**src/rtl/floppy_pkg.sv**
```systemverilog
// Shared floppy drive definitions: track geometry, recal limit, seek FSM states.
package floppy_pkg;

    localparam int unsigned TRACK_W     = 7;
    localparam int unsigned TIMER_W     = 32;
    localparam int unsigned MAX_TRACK   = 79;
    localparam int unsigned RECAL_LIMIT = 85;

    typedef enum logic [2:0] {
        IDLE,
        DIR_SETUP,
        STEP_HI,
        STEP_LO,
        SETTLE,
        FINISH
    } seek_state_e;

endpackage

```
**src/rtl/seek_sched_if.sv**
```systemverilog
// Command/status channel between a seek requester and seek_sched.
interface seek_sched_if;
    import floppy_pkg::*;

    logic               cmd_valid;
    logic               cmd_ready;
    logic               cmd_recal;
    logic [TRACK_W-1:0] cmd_track;
    logic               busy;
    logic               done;
    logic               err;
    logic [TRACK_W-1:0] cur_track;
    logic               cal_valid;

    modport master (
        output cmd_valid, cmd_recal, cmd_track,
        input  cmd_ready, busy, done, err, cur_track, cal_valid
    );

    modport slave (
        input  cmd_valid, cmd_recal, cmd_track,
        output cmd_ready, busy, done, err, cur_track, cal_valid
    );

endinterface

```
**src/rtl/step_timer.sv**
```systemverilog
// Loadable down-counter; expire_c is high in the last cycle of a loaded interval.
module step_timer
    import floppy_pkg::*;
#(
    parameter int unsigned W = TIMER_W
) (
    input  logic         clk,
    input  logic         rst_n,
    input  logic         start,
    input  logic [W-1:0] load_val,
    output logic         expire_c
);

    logic [W-1:0] cnt_q, cnt_d;

    // Load on start, otherwise count down to zero and stop.
    always_comb begin
        cnt_d = cnt_q;
        if (start) begin
            cnt_d = load_val;
        end else if (cnt_q != '0) begin
            cnt_d = cnt_q - W'(1);
        end
    end

    // Counter register.
    always_ff @(posedge clk or negedge rst_n) begin
        if (!rst_n) begin
            cnt_q <= '0;
        end else begin
            cnt_q <= cnt_d;
        end
    end

    assign expire_c = (cnt_q == W'(1));

endmodule

```
**src/rtl/seek_sched.sv**
```systemverilog
// Floppy head seek scheduler: step/dir pulse generation, recalibration, track tracking.
// Optional macro SEEK_TR0_CHECK_EN: cross-check tr0 against cur_track after seek settle.
module seek_sched
    import floppy_pkg::*;
#(
    parameter int unsigned STEP_CYC      = 144000,
    parameter int unsigned PULSE_CYC     = 96,
    parameter int unsigned DIR_SETUP_CYC = 48,
    parameter int unsigned SETTLE_CYC    = 720000
) (
    input  logic           clk,
    input  logic           rst,
    input  logic           tr0,
    input  logic           dsk_present,
    output logic           step_out,
    output logic           dir_out,
    seek_sched_if.slave    cmd
);

    seek_state_e        state_q, state_d;
    logic               step_q, step_d;
    logic               dir_q, dir_d;
    logic               busy_q, busy_d;
    logic               done_q, done_d;
    logic               err_q, err_d;
    logic               ready_q, ready_d;
    logic               cal_q, cal_d;
    logic               recal_q, recal_d;
    logic               err_pend_q, err_pend_d;
    logic [TRACK_W-1:0] cur_q, cur_d;
    logic [TRACK_W-1:0] target_q, target_d;
    logic [TRACK_W-1:0] pulse_cnt_q, pulse_cnt_d;
`ifdef SEEK_TR0_CHECK_EN
    logic               from_zero_q, from_zero_d;
`endif

    logic               tmr_start;
    logic [TIMER_W-1:0] tmr_load;
    logic               tmr_exp;
    logic               accept;

    step_timer #(.W(TIMER_W)) u_timer (
        .clk      (clk),
        .rst_n    (rst),
        .start    (tmr_start),
        .load_val (tmr_load),
        .expire_c (tmr_exp)
    );

    assign accept = cmd.cmd_valid && ready_q;

    // Next-state, track bookkeeping and registered-output decode.
    always_comb begin
        state_d     = state_q;
        dir_d       = dir_q;
        cal_d       = cal_q;
        recal_d     = recal_q;
        err_pend_d  = err_pend_q;
        cur_d       = cur_q;
        target_d    = target_q;
        pulse_cnt_d = pulse_cnt_q;
`ifdef SEEK_TR0_CHECK_EN
        from_zero_d = from_zero_q;
`endif

        case (state_q)
            IDLE: begin
                if (accept) begin
                    recal_d     = cmd.cmd_recal;
                    target_d    = cmd.cmd_track;
                    err_pend_d  = 1'b0;
                    pulse_cnt_d = '0;
`ifdef SEEK_TR0_CHECK_EN
                    from_zero_d = (cur_q == '0);
`endif
                    if (cmd.cmd_recal) begin
                        dir_d   = 1'b0;
                        cal_d   = 1'b0;
                        state_d = DIR_SETUP;
                    end else if (!cal_q || (cmd.cmd_track > TRACK_W'(MAX_TRACK)) || !dsk_present) begin
                        err_pend_d = 1'b1;
                        state_d    = FINISH;
                    end else if (cmd.cmd_track == cur_q) begin
                        state_d = FINISH;
                    end else begin
                        dir_d   = (cmd.cmd_track > cur_q);
                        state_d = DIR_SETUP;
                    end
                end
            end

            DIR_SETUP: begin
                if (tmr_exp) begin
                    if (!dsk_present) begin
                        err_pend_d = 1'b1;
                        state_d    = FINISH;
                    end else if (recal_q && tr0) begin
                        cur_d   = '0;
                        cal_d   = 1'b1;
                        state_d = SETTLE;
                    end else begin
                        state_d = STEP_HI;
                    end
                end
            end

            // Falling edge of the pulse: the head has moved one track.
            STEP_HI: begin
                if (tmr_exp) begin
                    pulse_cnt_d = pulse_cnt_q + TRACK_W'(1);
                    if (!recal_q) begin
                        cur_d = dir_q ? (cur_q + TRACK_W'(1)) : (cur_q - TRACK_W'(1));
                    end
                    if (!dsk_present) begin
                        err_pend_d = 1'b1;
                        state_d    = FINISH;
                    end else begin
                        state_d = STEP_LO;
                    end
                end
            end

            STEP_LO: begin
                if (tmr_exp) begin
                    if (!dsk_present) begin
                        err_pend_d = 1'b1;
                        state_d    = FINISH;
                    end else if (recal_q) begin
                        if (tr0) begin
                            cur_d   = '0;
                            cal_d   = 1'b1;
                            state_d = SETTLE;
                        end else if (pulse_cnt_q == TRACK_W'(RECAL_LIMIT)) begin
                            cal_d      = 1'b0;
                            err_pend_d = 1'b1;
                            state_d    = SETTLE;
                        end else begin
                            state_d = STEP_HI;
                        end
                    end else if (cur_q == target_q) begin
                        state_d = SETTLE;
                    end else begin
                        state_d = STEP_HI;
                    end
                end
            end

            SETTLE: begin
                if (tmr_exp) begin
                    state_d = FINISH;
`ifdef SEEK_TR0_CHECK_EN
                    if (!recal_q) begin
                        if ((target_q == '0) && !tr0) begin
                            err_pend_d = 1'b1;
                            cal_d      = 1'b0;
                        end else if ((target_q != '0) && from_zero_q && tr0) begin
                            err_pend_d = 1'b1;
                            cal_d      = 1'b0;
                        end
                    end
`endif
                end
            end

            FINISH: begin
                state_d = IDLE;
            end

            default: begin
                state_d = IDLE;
            end
        endcase

        // Every timed state is entered by a state change, so the change itself reloads the timer.
        tmr_start = (state_d != state_q);
        case (state_d)
            DIR_SETUP: tmr_load = TIMER_W'(DIR_SETUP_CYC);
            STEP_HI:   tmr_load = TIMER_W'(PULSE_CYC);
            STEP_LO:   tmr_load = TIMER_W'(STEP_CYC - PULSE_CYC);
            SETTLE:    tmr_load = TIMER_W'(SETTLE_CYC);
            default:   tmr_load = '0;
        endcase

        step_d  = (state_d == STEP_HI);
        busy_d  = (state_d != IDLE);
        ready_d = (state_d == IDLE);
        done_d  = (state_d == FINISH);
        err_d   = (state_d == FINISH) && err_pend_d;
    end

    // State and output registers.
    always_ff @(posedge clk or negedge rst) begin
        if (!rst) begin
            state_q     <= IDLE;
            step_q      <= 1'b0;
            dir_q       <= 1'b0;
            busy_q      <= 1'b0;
            done_q      <= 1'b0;
            err_q       <= 1'b0;
            ready_q     <= 1'b1;
            cal_q       <= 1'b0;
            recal_q     <= 1'b0;
            err_pend_q  <= 1'b0;
            cur_q       <= '0;
            target_q    <= '0;
            pulse_cnt_q <= '0;
        end else begin
            state_q     <= state_d;
            step_q      <= step_d;
            dir_q       <= dir_d;
            busy_q      <= busy_d;
            done_q      <= done_d;
            err_q       <= err_d;
            ready_q     <= ready_d;
            cal_q       <= cal_d;
            recal_q     <= recal_d;
            err_pend_q  <= err_pend_d;
            cur_q       <= cur_d;
            target_q    <= target_d;
            pulse_cnt_q <= pulse_cnt_d;
        end
    end

`ifdef SEEK_TR0_CHECK_EN
    // Start-at-track-0 flag for the tr0 cross-check.
    always_ff @(posedge clk or negedge rst) begin
        if (!rst) begin
            from_zero_q <= 1'b0;
        end else begin
            from_zero_q <= from_zero_d;
        end
    end
`endif

    assign step_out      = step_q;
    assign dir_out       = dir_q;
    assign cmd.cmd_ready = ready_q;
    assign cmd.busy      = busy_q;
    assign cmd.done      = done_q;
    assign cmd.err       = err_q;
    assign cmd.cur_track = cur_q;
    assign cmd.cal_valid = cal_q;

endmodule

```
**src/flat_wrapper.sv**
```systemverilog
// flat-port wrapper written by rule: the top's interface ports become plain ports
module seek_sched_flat import floppy_pkg::*;
#(
    parameter int unsigned STEP_CYC      = 144000,
    parameter int unsigned PULSE_CYC     = 96,
    parameter int unsigned DIR_SETUP_CYC = 48,
    parameter int unsigned SETTLE_CYC    = 720000
)
  (clk, rst, tr0, dsk_present, step_out, dir_out, cmd_cmd_valid, cmd_cmd_recal, cmd_cmd_track, cmd_cmd_ready, cmd_busy, cmd_done, cmd_err, cmd_cur_track, cmd_cal_valid);
  seek_sched_if cmd_i ();
  input  logic clk;
  input  logic rst;
  input  logic tr0;
  input  logic dsk_present;
  output logic step_out;
  output logic dir_out;
  input wire logic [$bits(cmd_i.cmd_valid)-1:0] cmd_cmd_valid;
  input wire logic [$bits(cmd_i.cmd_recal)-1:0] cmd_cmd_recal;
  input wire logic [$bits(cmd_i.cmd_track)-1:0] cmd_cmd_track;
  output wire logic [$bits(cmd_i.cmd_ready)-1:0] cmd_cmd_ready;
  output wire logic [$bits(cmd_i.busy)-1:0] cmd_busy;
  output wire logic [$bits(cmd_i.done)-1:0] cmd_done;
  output wire logic [$bits(cmd_i.err)-1:0] cmd_err;
  output wire logic [$bits(cmd_i.cur_track)-1:0] cmd_cur_track;
  output wire logic [$bits(cmd_i.cal_valid)-1:0] cmd_cal_valid;
  assign cmd_i.cmd_valid = cmd_cmd_valid;
  assign cmd_i.cmd_recal = cmd_cmd_recal;
  assign cmd_i.cmd_track = cmd_cmd_track;
  assign cmd_cmd_ready = cmd_i.cmd_ready;
  assign cmd_busy = cmd_i.busy;
  assign cmd_done = cmd_i.done;
  assign cmd_err = cmd_i.err;
  assign cmd_cur_track = cmd_i.cur_track;
  assign cmd_cal_valid = cmd_i.cal_valid;
  seek_sched #(.STEP_CYC(STEP_CYC), .PULSE_CYC(PULSE_CYC), .DIR_SETUP_CYC(DIR_SETUP_CYC), .SETTLE_CYC(SETTLE_CYC)) u_core (.clk(clk), .rst(rst), .tr0(tr0), .dsk_present(dsk_present), .step_out(step_out), .dir_out(dir_out), .cmd(cmd_i));
endmodule
```
**config.mk**
```make
export PLATFORM = sky130hd
export DESIGN_NAME = seek_sched_flat
export DESIGN_NICKNAME = d
export VERILOG_FILES = /design/src/rtl/floppy_pkg.sv /design/src/rtl/seek_sched_if.sv /design/src/rtl/step_timer.sv /design/src/rtl/seek_sched.sv /design/src/flat_wrapper.sv
export SDC_FILE = /design/constraint.sdc
export NUM_CORES = 1
export LEC_CHECK = 0
export CORE_MARGIN = 4
export CORE_UTILIZATION = 43
export DETAILED_ROUTE_END_ITERATION = 10
export HOLD_SLACK_MARGIN = 0.08
export PLACE_DENSITY_LB_ADDON = 0.2
export SKIP_LAST_GASP = 1
export SYNTH_ARGS = -nofsm -noshare
export SYNTH_HDL_FRONTEND = slang
export SYNTH_SLANG_ARGS = --single-unit
```
**constraint.sdc**
```tcl
create_clock -name clk -period 6.44 [get_ports clk]
set_clock_uncertainty 0.05 [all_clocks]
set_input_delay 0.966 -clock clk [delete_from_list [all_inputs] [get_ports clk]]
set_output_delay 0.966 -clock clk [all_outputs]
set_load 0.03 [all_outputs]
```
==> Word level (Yosys, flattened, before mapping) <==
Index checks and enable logic that the tools add are counted.
{ "totals": {"regBits": 65, "output_inout_bits": 14} }
{ "classes": {"addsub": 4, "n_lt_le_gt_ge": 2, "n_eq_ne": 28, "n_mux": 59, "reduce_logical": 21} }
{ "ops": {"columns": ["cell", "count"], "rows": [
  ["7-bit two-way mux", 12],
  ["20-bit case mux with 4 select lines", 1],
  ["32-bit two-way mux", 2],
  ["3-bit two-way mux", 16],
  ["32-bit by 1-bit == test with 1-bit output (second input constant)", 1],
  ["32-bit nonzero test", 1],
  ["32-bit by 1-bit subtractor with 32-bit output (second input constant)", 1],
  ["1-bit two-way mux", 23],
  ["7-bit case mux with 3 select lines", 1],
  ["10-bit AND reduction", 2],
  ["3-bit case mux with 5 select lines", 1],
  ["7-bit by 1-bit adder with 7-bit output (second input constant)", 2],
  ["7-bit == test", 2],
  ["2-bit != test (second input constant)", 7],
  ["7-bit case mux with 2 select lines", 1],
  ["3-bit by 2-bit == test with 1-bit output (second input constant)", 4],
  ["2-bit by 1-bit != test with 1-bit output (second input constant)", 6],
  ["3-bit == test (second input constant)", 3],
  ["3-bit nonzero test", 3],
  ["7-bit == test (second input constant)", 1],
  ["7-bit > comparator", 1],
  ["7-bit > comparator (second input constant)", 1],
  ["7-bit by 1-bit subtractor with 7-bit output (second input constant)", 1],
  ["3-bit by 1-bit == test with 1-bit output (second input constant)", 2],
  ["12 further kinds", 19]
]} }

==> Longest topological paths before layout <==
Gate-level depths: netlist (run 1).
{ "logic_depth": {"depth_word": 10, "depth_mapped": 10} }

==> Hierarchy <==
Synthesis (run 1) repeated with hierarchy kept, for this count alone.
{ "hier_totals": {"cells_unflattened": 464, "area_unflattened_um2": 4157.7} }
{ "by_module_without_submodules": {"columns": ["module", "instances", "cells_per_inst", "area_per_inst_um2", "seq_area_each_um2"], "rows": [
  ["seek_sched", 1, 243, 2134.5, 827.0],
  ["step_timer", 1, 221, 2023.2, 800.8]
]} }

==> Least setup slack after synthesis (run 1) <==
Ideal clock, no wire load.
{ "synth_timing": {"kind": "reg-to-reg", "from": "register u_core.u_timer.cnt_q[18]", "to": "register u_core.busy_q (netlist: u_core.cmd.busy)", "setup_ns": 0.135, "arrival_time_ns": 2.496, "path_slack_ns": 3.759, "path_stages_with_launch": 9, "n_path_buf": 1, "period_less_slack_ns": 2.681, "cell_sequence": "dfrtp_1 -> or4_4 -> nor4_4 -> and4_1 -> buf_6 -> a21oi_2 -> a211oi_4 -> inv_4 -> or3_4"} }
{ "synth_via": {"elab_chain_len": 4} }
{ "synth_lines": {"columns": ["item", "line_no", "source"], "rows": [
  ["from (decl)", "step_timer.sv:14", "logic [W-1:0] cnt_q, cnt_d;"],
  ["from (signal assigned)", "step_timer.sv:31", "cnt_q <= cnt_d;"],
  ["32-bit by 1-bit == test with 1-bit output (*)", "step_timer.sv:35", "assign expire_c = (cnt_q == W'(1));"],
  ["3-bit two-way mux, on equally long branches", null, null],
  ["3-bit case mux with 5 select lines (*)", "seek_sched.sv:66", "case (state_q)"],
  ["net u_core.state_d[0]", "seek_sched.sv:20", "seek_state_e state_q, state_d;"],
  ["3-bit nonzero test (*)", "seek_sched.sv:185", "busy_d = (state_d != IDLE);"],
  ["net u_core.busy_d", "seek_sched.sv:23", "logic busy_q, busy_d;"],
  ["to (signal assigned)", "seek_sched.sv:211", "busy_q <= busy_d;"],
  ["to (decl)", "seek_sched.sv:23", null]
]} }
The timed path passes the listed nets; every way through them passes the cells marked *.
A chain may end at the register's enable or synchronous reset.

==> Final worst setup path (run 1) <==
{ "layout_timing": {"from": "input cmd_cmd_valid", "to": "register u_core.u_timer.cnt_q[5]"} }
{ "layout_via": {"elab_chain_len": 6} }
{ "layout_lines": {"columns": ["item", "line_no", "source"], "rows": [
  ["from (decl)", "flat_wrapper.sv:17", "input wire logic [$bits(cmd_i.cmd_valid)-1:0] cmd_cmd_valid;"],
  ["1-bit logical AND (*)", "seek_sched.sv:50", "assign accept = cmd.cmd_valid && ready_q;"],
  ["3-bit two-way mux (*)", "seek_sched.sv:68", "if (accept) begin"],
  ["3-bit case mux with 5 select lines (*)", "seek_sched.sv:66", null],
  ["3-bit == test, or another cell as far along", "seek_sched.sv:176", "case (state_d)"],
  ["20-bit case mux with 4 select lines", "seek_sched.sv:176", null],
  ["32-bit two-way mux", "step_timer.sv:19", "if (start) begin"]
]} }
Every way passes the cells marked *; elsewhere a longest branch is shown, timed or not.

==> results of run 1 <==
tightest hold or removal path, delay by kind of cell, from the launching register on:
family / cells / cell delay [ns]
flip-flops: 1 / 0.36
AND/OR/NAND/NOR: 2 / 0.12
per-layer routing:
metal,vias to the layer above,track usage,routed length (um)
met5,-,0,0
li1,1504,-,-
met2,43,0.2925,4059
met4,0,0.06474,155
met1,1533,0.2430,4202
met3,15,0.02842,284
flip-flops by register name, summed over array words and instances, names as in the netlist, 3 cells and up:
| register | flops |
|---|---|
| u_core.pulse_cnt_q | 7 |
| u_core.target_q | 7 |
| u_core.cmd.cur_track | 7 |
| u_core.state_q | 3 |
| u_core.u_timer.cnt_q | 32 |
synth_stat cells, drive strengths merged, types with 7 or more instances:
library cell | number | area (um2)
nor3 | 9 | 45.04
xor2 | 32 | 280.3
nor2 | 48 | 180.2
nand4 | 9 | 62.56
o21ai | 23 | 118.9
nor4 | 8 | 71.32
o22ai | 11 | 75.07
inv | 20 | 77.57
clkbuf | 7 | 46.30
nand2 | 55 | 206.5
dfrtp | 64 | 1602
a21oi | 9 | 48.80
nand3 | 9 | 45.04
xnor2 | 13 | 113.9
nor2b | 8 | 50.05
ha | 17 | 212.7
layout make-up:
| type | instances | area [um2] |
|---|---|---|
| Clock buffer | 10 | 127.6 |
| Inverter | 20 | 77.57 |
| Fill cell | 815 | 4322 |
| Clock inverter | 6 | 82.58 |
| Timing Repair Buffer | 27 | 262.8 |
| Multi-Input combinational cell | 319 | 2086 |
| Sequential cell | 65 | 1628 |
| Tap cell | 108 | 135.1 |
power breakdown:
group          switching (mW)  internal, mW  total [mW]
registers              0.0223         0.429       0.451
clock network           0.167         0.216       0.383
logic                  0.0876        0.0582       0.146
path summary, 6_finish.rpt:
kind                                                      start                                   end  slack [ns]  cells after the start
max                                               cmd_cmd_valid   u_core.u_timer.cnt_q[5]$_DFFE_PN0P_        3.12                      7
min                              u_core.target_q[3]$_DFFE_PN0P_        u_core.target_q[3]$_DFFE_PN0P_        0.45                      2
max reg2reg                u_core.u_timer.cnt_q[18]$_DFFE_PN0P_  u_core.u_timer.cnt_q[17]$_DFFE_PN0P_        3.16                      7
min reg2reg                      u_core.target_q[3]$_DFFE_PN0P_        u_core.target_q[3]$_DFFE_PN0P_        0.45                      2
max in group asynchronous                                   rst  u_core.u_timer.cnt_q[23]$_DFFE_PN0P_        5.02                      2
min in group asynchronous                                   rst   u_core.cmd.cur_track[4]$_DFFE_PN0P_        0.72                      2
kinds of logic (layout without fill, tap and decap cells):
logic type | after synthesis | count (layout)
AO/OA/AOI/OAI | 74 | 74
XOR/XNOR | 45 | 45
flip-flops | 65 | 65
adder cells (fa/ha/maj) | 18 | 18
AND/OR/NAND/NOR | 179 | 179
buffers and inverters | 30 | 63
multiplexers | 3 | 3
through the flow:
step | total power, mW | util
after global placement | 0.6028 | 0.4803
after detailed placement | 0.6051 | 0.4803
after floorplan | 0.5580 | -
after CTS | 0.9901 | 0.5044
final | 0.9804 | 0.5044
after global routing | 1.030 | 0.5044
==> Implementation_results.wiki, run 1 <==
{| class="wikitable"
! Metric !! Value
|-
| Total overflow reported by the global router || 0
|-
| Headroom to the max-slew limit || 0.4408
|-
| Top flip-flop cell by instance count after synthesis || sky130_fd_sc_hd__dfrtp_1
|-
| Critical Path Start Type || input pin
|-
| EDFF count, synth || 0
|-
| Die area || roughly 11000 um2
|-
| Sequential element share of the synthesized area || 0.4219
|-
| Combined buffer and inverter count along the critical path || 1
|-
| Die outline height || 102.7 um
|-
| Synthesized netlist cell count || around 410
|-
| Power per cell area || approximately 220 nW/um2
|-
| Cell Area, Synth || approximately 3900 um2
|-
| Fraction of final layout cells sized beyond drive strength 1 || 0.08949
|-
| Worst path max stage delay || 0.59 ns
|-
| Class of the most critical hold timing path || register to register
|-
| Final antenna-violating net count || 0
|-
| Core Region || 8721 um2
|-
| Starting density of the core || 0.4425
|-
| Clock-pin transition on the worst setup and hold timing paths || about 0.07 ns
|-
| Root buffer cell || sky130_fd_sc_hd__clkbuf_8
|-
| Leading cell type in the layout, fill and taps excluded || sky130_fd_sc_hd__dfrtp_1
|-
| Count of hold-fix buffers inserted at cts || 0
|-
| CTS resizes || 0
|-
| Category of cells accounting for the largest share of critical-path delay || simple AND/OR/NAND/NOR gates
|-
| Number of antenna violations at the first check in global routing || 0
|-
| Worst-case vdd ir drop || ~0.13 mV
|-
| Final instance area || 4399 um2
|-
| Maximum number of pins on one net before global-route repair || 66
|-
| Worst-case clock buffer depth || 2
|-
| Average vias per placed instance || roughly 5.6
|-
| Wire length of the first global-routing pass || between 15000 and 20000 um
|-
| Portion of the clock cycle consumed by the worst path in the final layout || 0.5162
|-
| Latest clock arrival within the worst-skew pair || roughly 0.35 ns
|-
| Setup violations, final || 0
|-
| Mean post-synth cell area || approximately 9.3 um2
|-
| Setup slack at placement || ~2.8 ns
|-
| Post-CTS Setup Bufs || 0
|-
| Number of placement rows || 34
|-
| DR DRC count || 0
|-
| Unrepaired setup endpoints after global routing || no
|-
| Required time at the worst-slack endpoint || approximately 6.7 ns
|-
| Run status || finished, final reports clean
|-
| Fraction of registers with async set or reset after synthesis || 1.000
|-
| Final estimated routing congestion in global placement || slightly below 0.9
|-
| Critical-path cell list || clkdlybuf4s50_1 > nand4b_1 > a21oi_1 > nor2_1 > a221o_1 > nand2_1 > mux2i_1
|-
| Max Clk Rate || around 0.30 GHz
|-
| Final sum of negative setup slack || 0 ns
|-
| Initial DRT Pass Iterations || 4
|-
| Number of input and output port buffers inserted || 26
|-
| CTS sink cnt || 65
|-
| Antenna diode count || 0
|-
| Total number of vias || 3095
|-
| Worst Max-Slew Pin Slew || approximately 0.84 ns
|-
| Clock tree from TritonCTS || built
|-
| Number of synthesized register bits || 65
|-
| Crit. End Element || register
|-
| Slowest cell on the critical path || sky130_fd_sc_hd__nand4b_1
|-
| Synth Area in Compound Gates || 0.1326
|-
| Worst setup margin || 3.116 ns
|-
| Endpoints failing hold || 0
|-
| Hold Slack || 0.4525 ns
|-
| Number of warning messages in the yosys log || 0
|-
| Main combinational cell family by area after synthesis || simple AND/OR/NAND/NOR gates
|-
| Number of standard cells in the final layout excluding fillers || 555
|-
| Pins over their slew limit || 0
|-
| NumNets Final || ~470
|-
| Mux cell area share after synthesis || 0.007782
|-
| I/O pin total || 27
|-
| Starting DRC count in detailed routing || 112
|-
| Synth Area in XOR/XNOR || 0.1021
|-
| Top library cells by usage in the layout, fill and taps aside || sky130_fd_sc_hd__dfrtp_1 (64), sky130_fd_sc_hd__nand2_1 (55), sky130_fd_sc_hd__nor2_1 (48), sky130_fd_sc_hd__xor2_1 (32), sky130_fd_sc_hd__clkdlybuf4s50_1 (25)
|-
| Number of global-route vias before repair || roughly 3200
|-
| Static Leakage || approximately 1.9 nW
|-
| Arrival @ worst endpoint || around 3.5 ns
|-
| Unique masters post-synth || 69
|-
| Final routed wirelength across all metal layers || slightly below 9000 um
|-
| Total global-route track usage || 0.1796
|-
| Cell area reported after detailed placement || around 4200 um2
|-
| Average wire per cell in the routed design || ~16 um
|-
| Minimum period implied by the final worst setup slack || between 3 and 4 ns
|-
| Number of instances in the placed design || ~540
|-
| Layout overhead on the synthesized area || 14.01%
|-
| Max-cap viol count || 0
|-
| Depth of the CTS H-tree || 3
|-
| Area share of and/or/nand/nor cells after synthesis || 0.2377
|-
| Maximum fanout along the worst path || 19
|-
| Number of clock buffers inserted by TritonCTS || 9
|-
| Syn nets || approximately 450
|-
| Die X || 102.7 um
|-
| Type of the worst setup path || input pin to register
|-
| Dpl hpwl || around 6000 um
|-
| Post-synthesis share of cell area spent on full adders, half adders and majority gates || 0.06031
|}
Power figures use the tool's default switching activity.
==> inputs of run 2 (changes only) <==
- clock period: 6.44 -> 3.3 ns (I/O delays scaled with it)
==> run 2 against run 1 <==
Sequential share of layout area is 0.48 points lower; largest cell class unchanged; power is 91% higher; final cell count is 1.4% higher; setup slack worse by 2.9 ns; global-route usage is 0.13 points lower; count of clock-buffer cells in the layout stayed put; clock power is 80% higher; sequential cell count stayed put; combinational power is 100% higher; die area stayed put; highest routed layer unchanged; wire length is 0.24% lower; register-to-register slack worse by 2.9 ns.
==> Implementation_results.wiki, run 2 (synthesis results as in run 1) <==
{| class="wikitable"
! Metric !! Value
|-
| Run status || finished, final reports clean
|-
| Number of global-route vias before repair || 3074 (-2.7%)
|-
| Leading cell type in the layout, fill and taps excluded || sky130_fd_sc_hd__dfrtp_1
|-
| Depth of the CTS H-tree || 3 (unchanged)
|-
| Fraction of final layout cells sized beyond drive strength 1 || 0.1055 (+0.01601)
|-
| Die outline height || 102.7 um (unchanged)
|-
| Starting DRC count in detailed routing || 112 (unchanged)
|-
| Endpoints failing hold || 0 (unchanged)
|-
| Wire length of the first global-routing pass || 14780 um (-1.7%)
|-
| Max FFs per register || 32 (unchanged)
|-
| Core Region || 8721 um2 (unchanged)
|-
| Beginning of the worst register-to-register path || u_core.u_timer.cnt_q[26]$_DFFE_PN0P_
|-
| Class of the most critical hold timing path || input pin to async pin
|-
| Category of cells accounting for the largest share of critical-path delay || simple AND/OR/NAND/NOR gates
|-
| Cell depth of the worst setup path || 7 (unchanged)
|-
| I/O pin total || 27 (unchanged)
|-
| Crit. End Element || register
|-
| Pins over their slew limit || 0 (unchanged)
|-
| Worst Max-Slew Pin Slew || 0.7536 ns (-0.08511 ns)
|-
| Max-cap viol count || 0 (unchanged)
|-
| Total number of vias || 3083 (-0.39%)
|-
| Arrival @ worst endpoint || 3.23 ns (-0.31 ns)
|-
| Minimum period implied by the final worst setup slack || between 3 and 4 ns
|-
| Number of placement rows || 34 (unchanged)
|-
| Overall power consumption || 1.870 mW (+91%)
|-
| Total global-route track usage || 0.1783 (-0.001286)
|-
| Max Clk Rate || between 0.3 and 0.4 GHz
|-
| Combined buffer and inverter count along the critical path || 0 (-1)
|-
| CTS sink cnt || 65 (unchanged)
|-
| Clock-pin transition on the worst setup and hold timing paths || 0.08 ns (about the same)
|-
| Antenna diode count || 0 (unchanged)
|-
| Layout overhead on the synthesized area || 15.50%
|-
| Unrepaired setup endpoints after global routing || no
|-
| Final routed wirelength across all metal layers || 8680 um (-0.24%)
|-
| Latest clock arrival within the worst-skew pair || 0.35 ns (about the same)
|-
| Maximum number of pins on one net before global-route repair || 36 (-45%)
|-
| Count of hold-fix buffers inserted at cts || 0 (unchanged)
|-
| Number of input and output port buffers inserted || 26 (unchanged)
|-
| Average wire per cell in the routed design || 15.42 um (-1.7%)
|-
| Initial DRT Pass Iterations || 4 (unchanged)
|-
| Worst path max stage delay || 0.58 ns (about the same)
|-
| Final estimated routing congestion in global placement || 0.8496 (-2.6%)
|-
| Critical Path Start Type || register
|-
| Post-CTS Setup Bufs || 0 (unchanged)
|-
| DR DRC count || 0 (unchanged)
|-
| Top library cells by usage in the layout, fill and taps aside || sky130_fd_sc_hd__dfrtp_1 (64), sky130_fd_sc_hd__nand2_1 (55), sky130_fd_sc_hd__nor2_1 (48), sky130_fd_sc_hd__xor2_1 (32), sky130_fd_sc_hd__clkdlybuf4s50_1 (25)
|-
| Total overflow reported by the global router || 0 (unchanged)
|-
| Startpoint of the most critical setup path || u_core.u_timer.cnt_q[26]$_DFFE_PN0P_
|-
| Final antenna-violating net count || 0 (unchanged)
|-
| Setup violations, final || 0 (unchanged)
|-
| Starting density of the core || 0.4425 (unchanged)
|-
| Clock tree from TritonCTS || built
|-
| Portion of the clock cycle consumed by the worst path in the final layout || 0.9345
|-
| Worst-case vdd ir drop || 0.2827 mV (+110%)
|-
| Static Leakage || 1.947 nW (+1.6%)
|-
| Die X || 102.7 um (unchanged)
|-
| Worst-case clock buffer depth || 2 (unchanged)
|-
| CTS resizes || 0 (unchanged)
|-
| Type of the worst setup path || register to register
|-
| Register with the most flip-flops || u_core.u_timer.cnt_q
|-
| Dpl hpwl || 6342 um (+3.0%)
|-
| Die area || 10550 um2 (unchanged)
|-
| Number of antenna violations at the first check in global routing || 0 (unchanged)
|-
| Number of clock buffers inserted by TritonCTS || 9 (unchanged)
|-
| Power per cell area || 419.5 nW/um2 (+88%)
|-
| NumNets Final || 481 (+1.7%)
|-
| Slowest cell on the critical path || sky130_fd_sc_hd__or4_1
|-
| Critical-path cell list || or4_1 > nor4_2 > nand4_2 > a311oi_2 > o21ai_2 > a2111oi_2 > o22ai_1
|-
| Root buffer cell || sky130_fd_sc_hd__clkbuf_8
|-
| Headroom to the max-slew limit || 0.4930 (+0.05211)
|-
| Average vias per placed instance || 5.476 (-1.8%)
|-
| Reg2reg path depth || 7 (unchanged)
|-
| Maximum fanout along the worst path || 7 (-12)
|-
| Required time at the worst-slack endpoint || 3.45 ns (-3.20 ns)
|-
| Final sum of negative setup slack || 0 ns (unchanged)
|}
-- run 2: cell count changes in the layout (fill, tap and decap cells not counted), sizes merged --
cell	before	now
buf	2	10
bufinv	2	1
clkinv	3	2
clkinvlp	1	2
inv	20	21
-- run 2: cell type report --
cell class,instances,area (um2)
clock buffers,10,127.6
clock inverters,6,67.56
fillers,823,4264
inverters,20,77.57
multi-input cells,319,2086
flip-flops and latches,65,1628
well taps,108,135.1
repair buffers,35,335.3
-- run 2: metrics by stage --
step,hold WS [ns],cells,util,instance area [um2],setup WS [ns]
floorplan,0.1494,414,-,3859,0.6189
global placement,0.4312,547,0.4887,4262,0.3261
detailed placement,0.4413,547,0.4887,4262,0.2695
CTS,0.1727,563,0.5110,4457,0.2292
global route,0.1951,563,0.5110,4457,0.006738
finish,0.1605,563,0.5110,4457,0.2161
-- run 2: worst register-to-register path, delay by kind of cell (launching register included) --
kind / cells / cell delay, ns
and+or+nand+nor: 3 / 1.33
AOI/OAI and AO/OA: 4 / 1.16
DFF: 1 / 0.40
-- run 2: path summary, 6_finish.rpt --
kind,end,slack (ns)
max,u_core.dir_out$_DFFE_PN0P_,0.22
min,u_core.target_q[2]$_DFFE_PN0P_,0.16
max reg2reg,u_core.dir_out$_DFFE_PN0P_,0.22
min reg2reg,u_core.target_q[0]$_DFFE_PN0P_,0.46
max in group asynchronous,u_core.u_timer.cnt_q[8]$_DFFE_PN0P_,2.36
min in group clk,u_core.target_q[0]$_DFFE_PN0P_,0.46
-- run 2: layer usage --
| metal | wire [um] | share of wire | global-route usage | vias up |
|---|---|---|---|---|
| li1 | - | - | - | 1521 |
| met4 | 89 | 0.010 | 0.05080 | 0 |
| met3 | 331 | 0.038 | 0.04939 | 8 |
| met2 | 4110 | 0.47 | 0.2925 | 63 |
| met5 | 0 | 0 | 0 | - |
| met1 | 4148 | 0.48 | 0.2317 | 1491 |
-- run 2: report_power, final --
part	total [mW]	switching [mW]	internal (mW)
logic	0.297	0.173	0.124
clock network	0.690	0.338	0.352
registers	0.882	0.0452	0.837
total	1.87	0.556	1.31
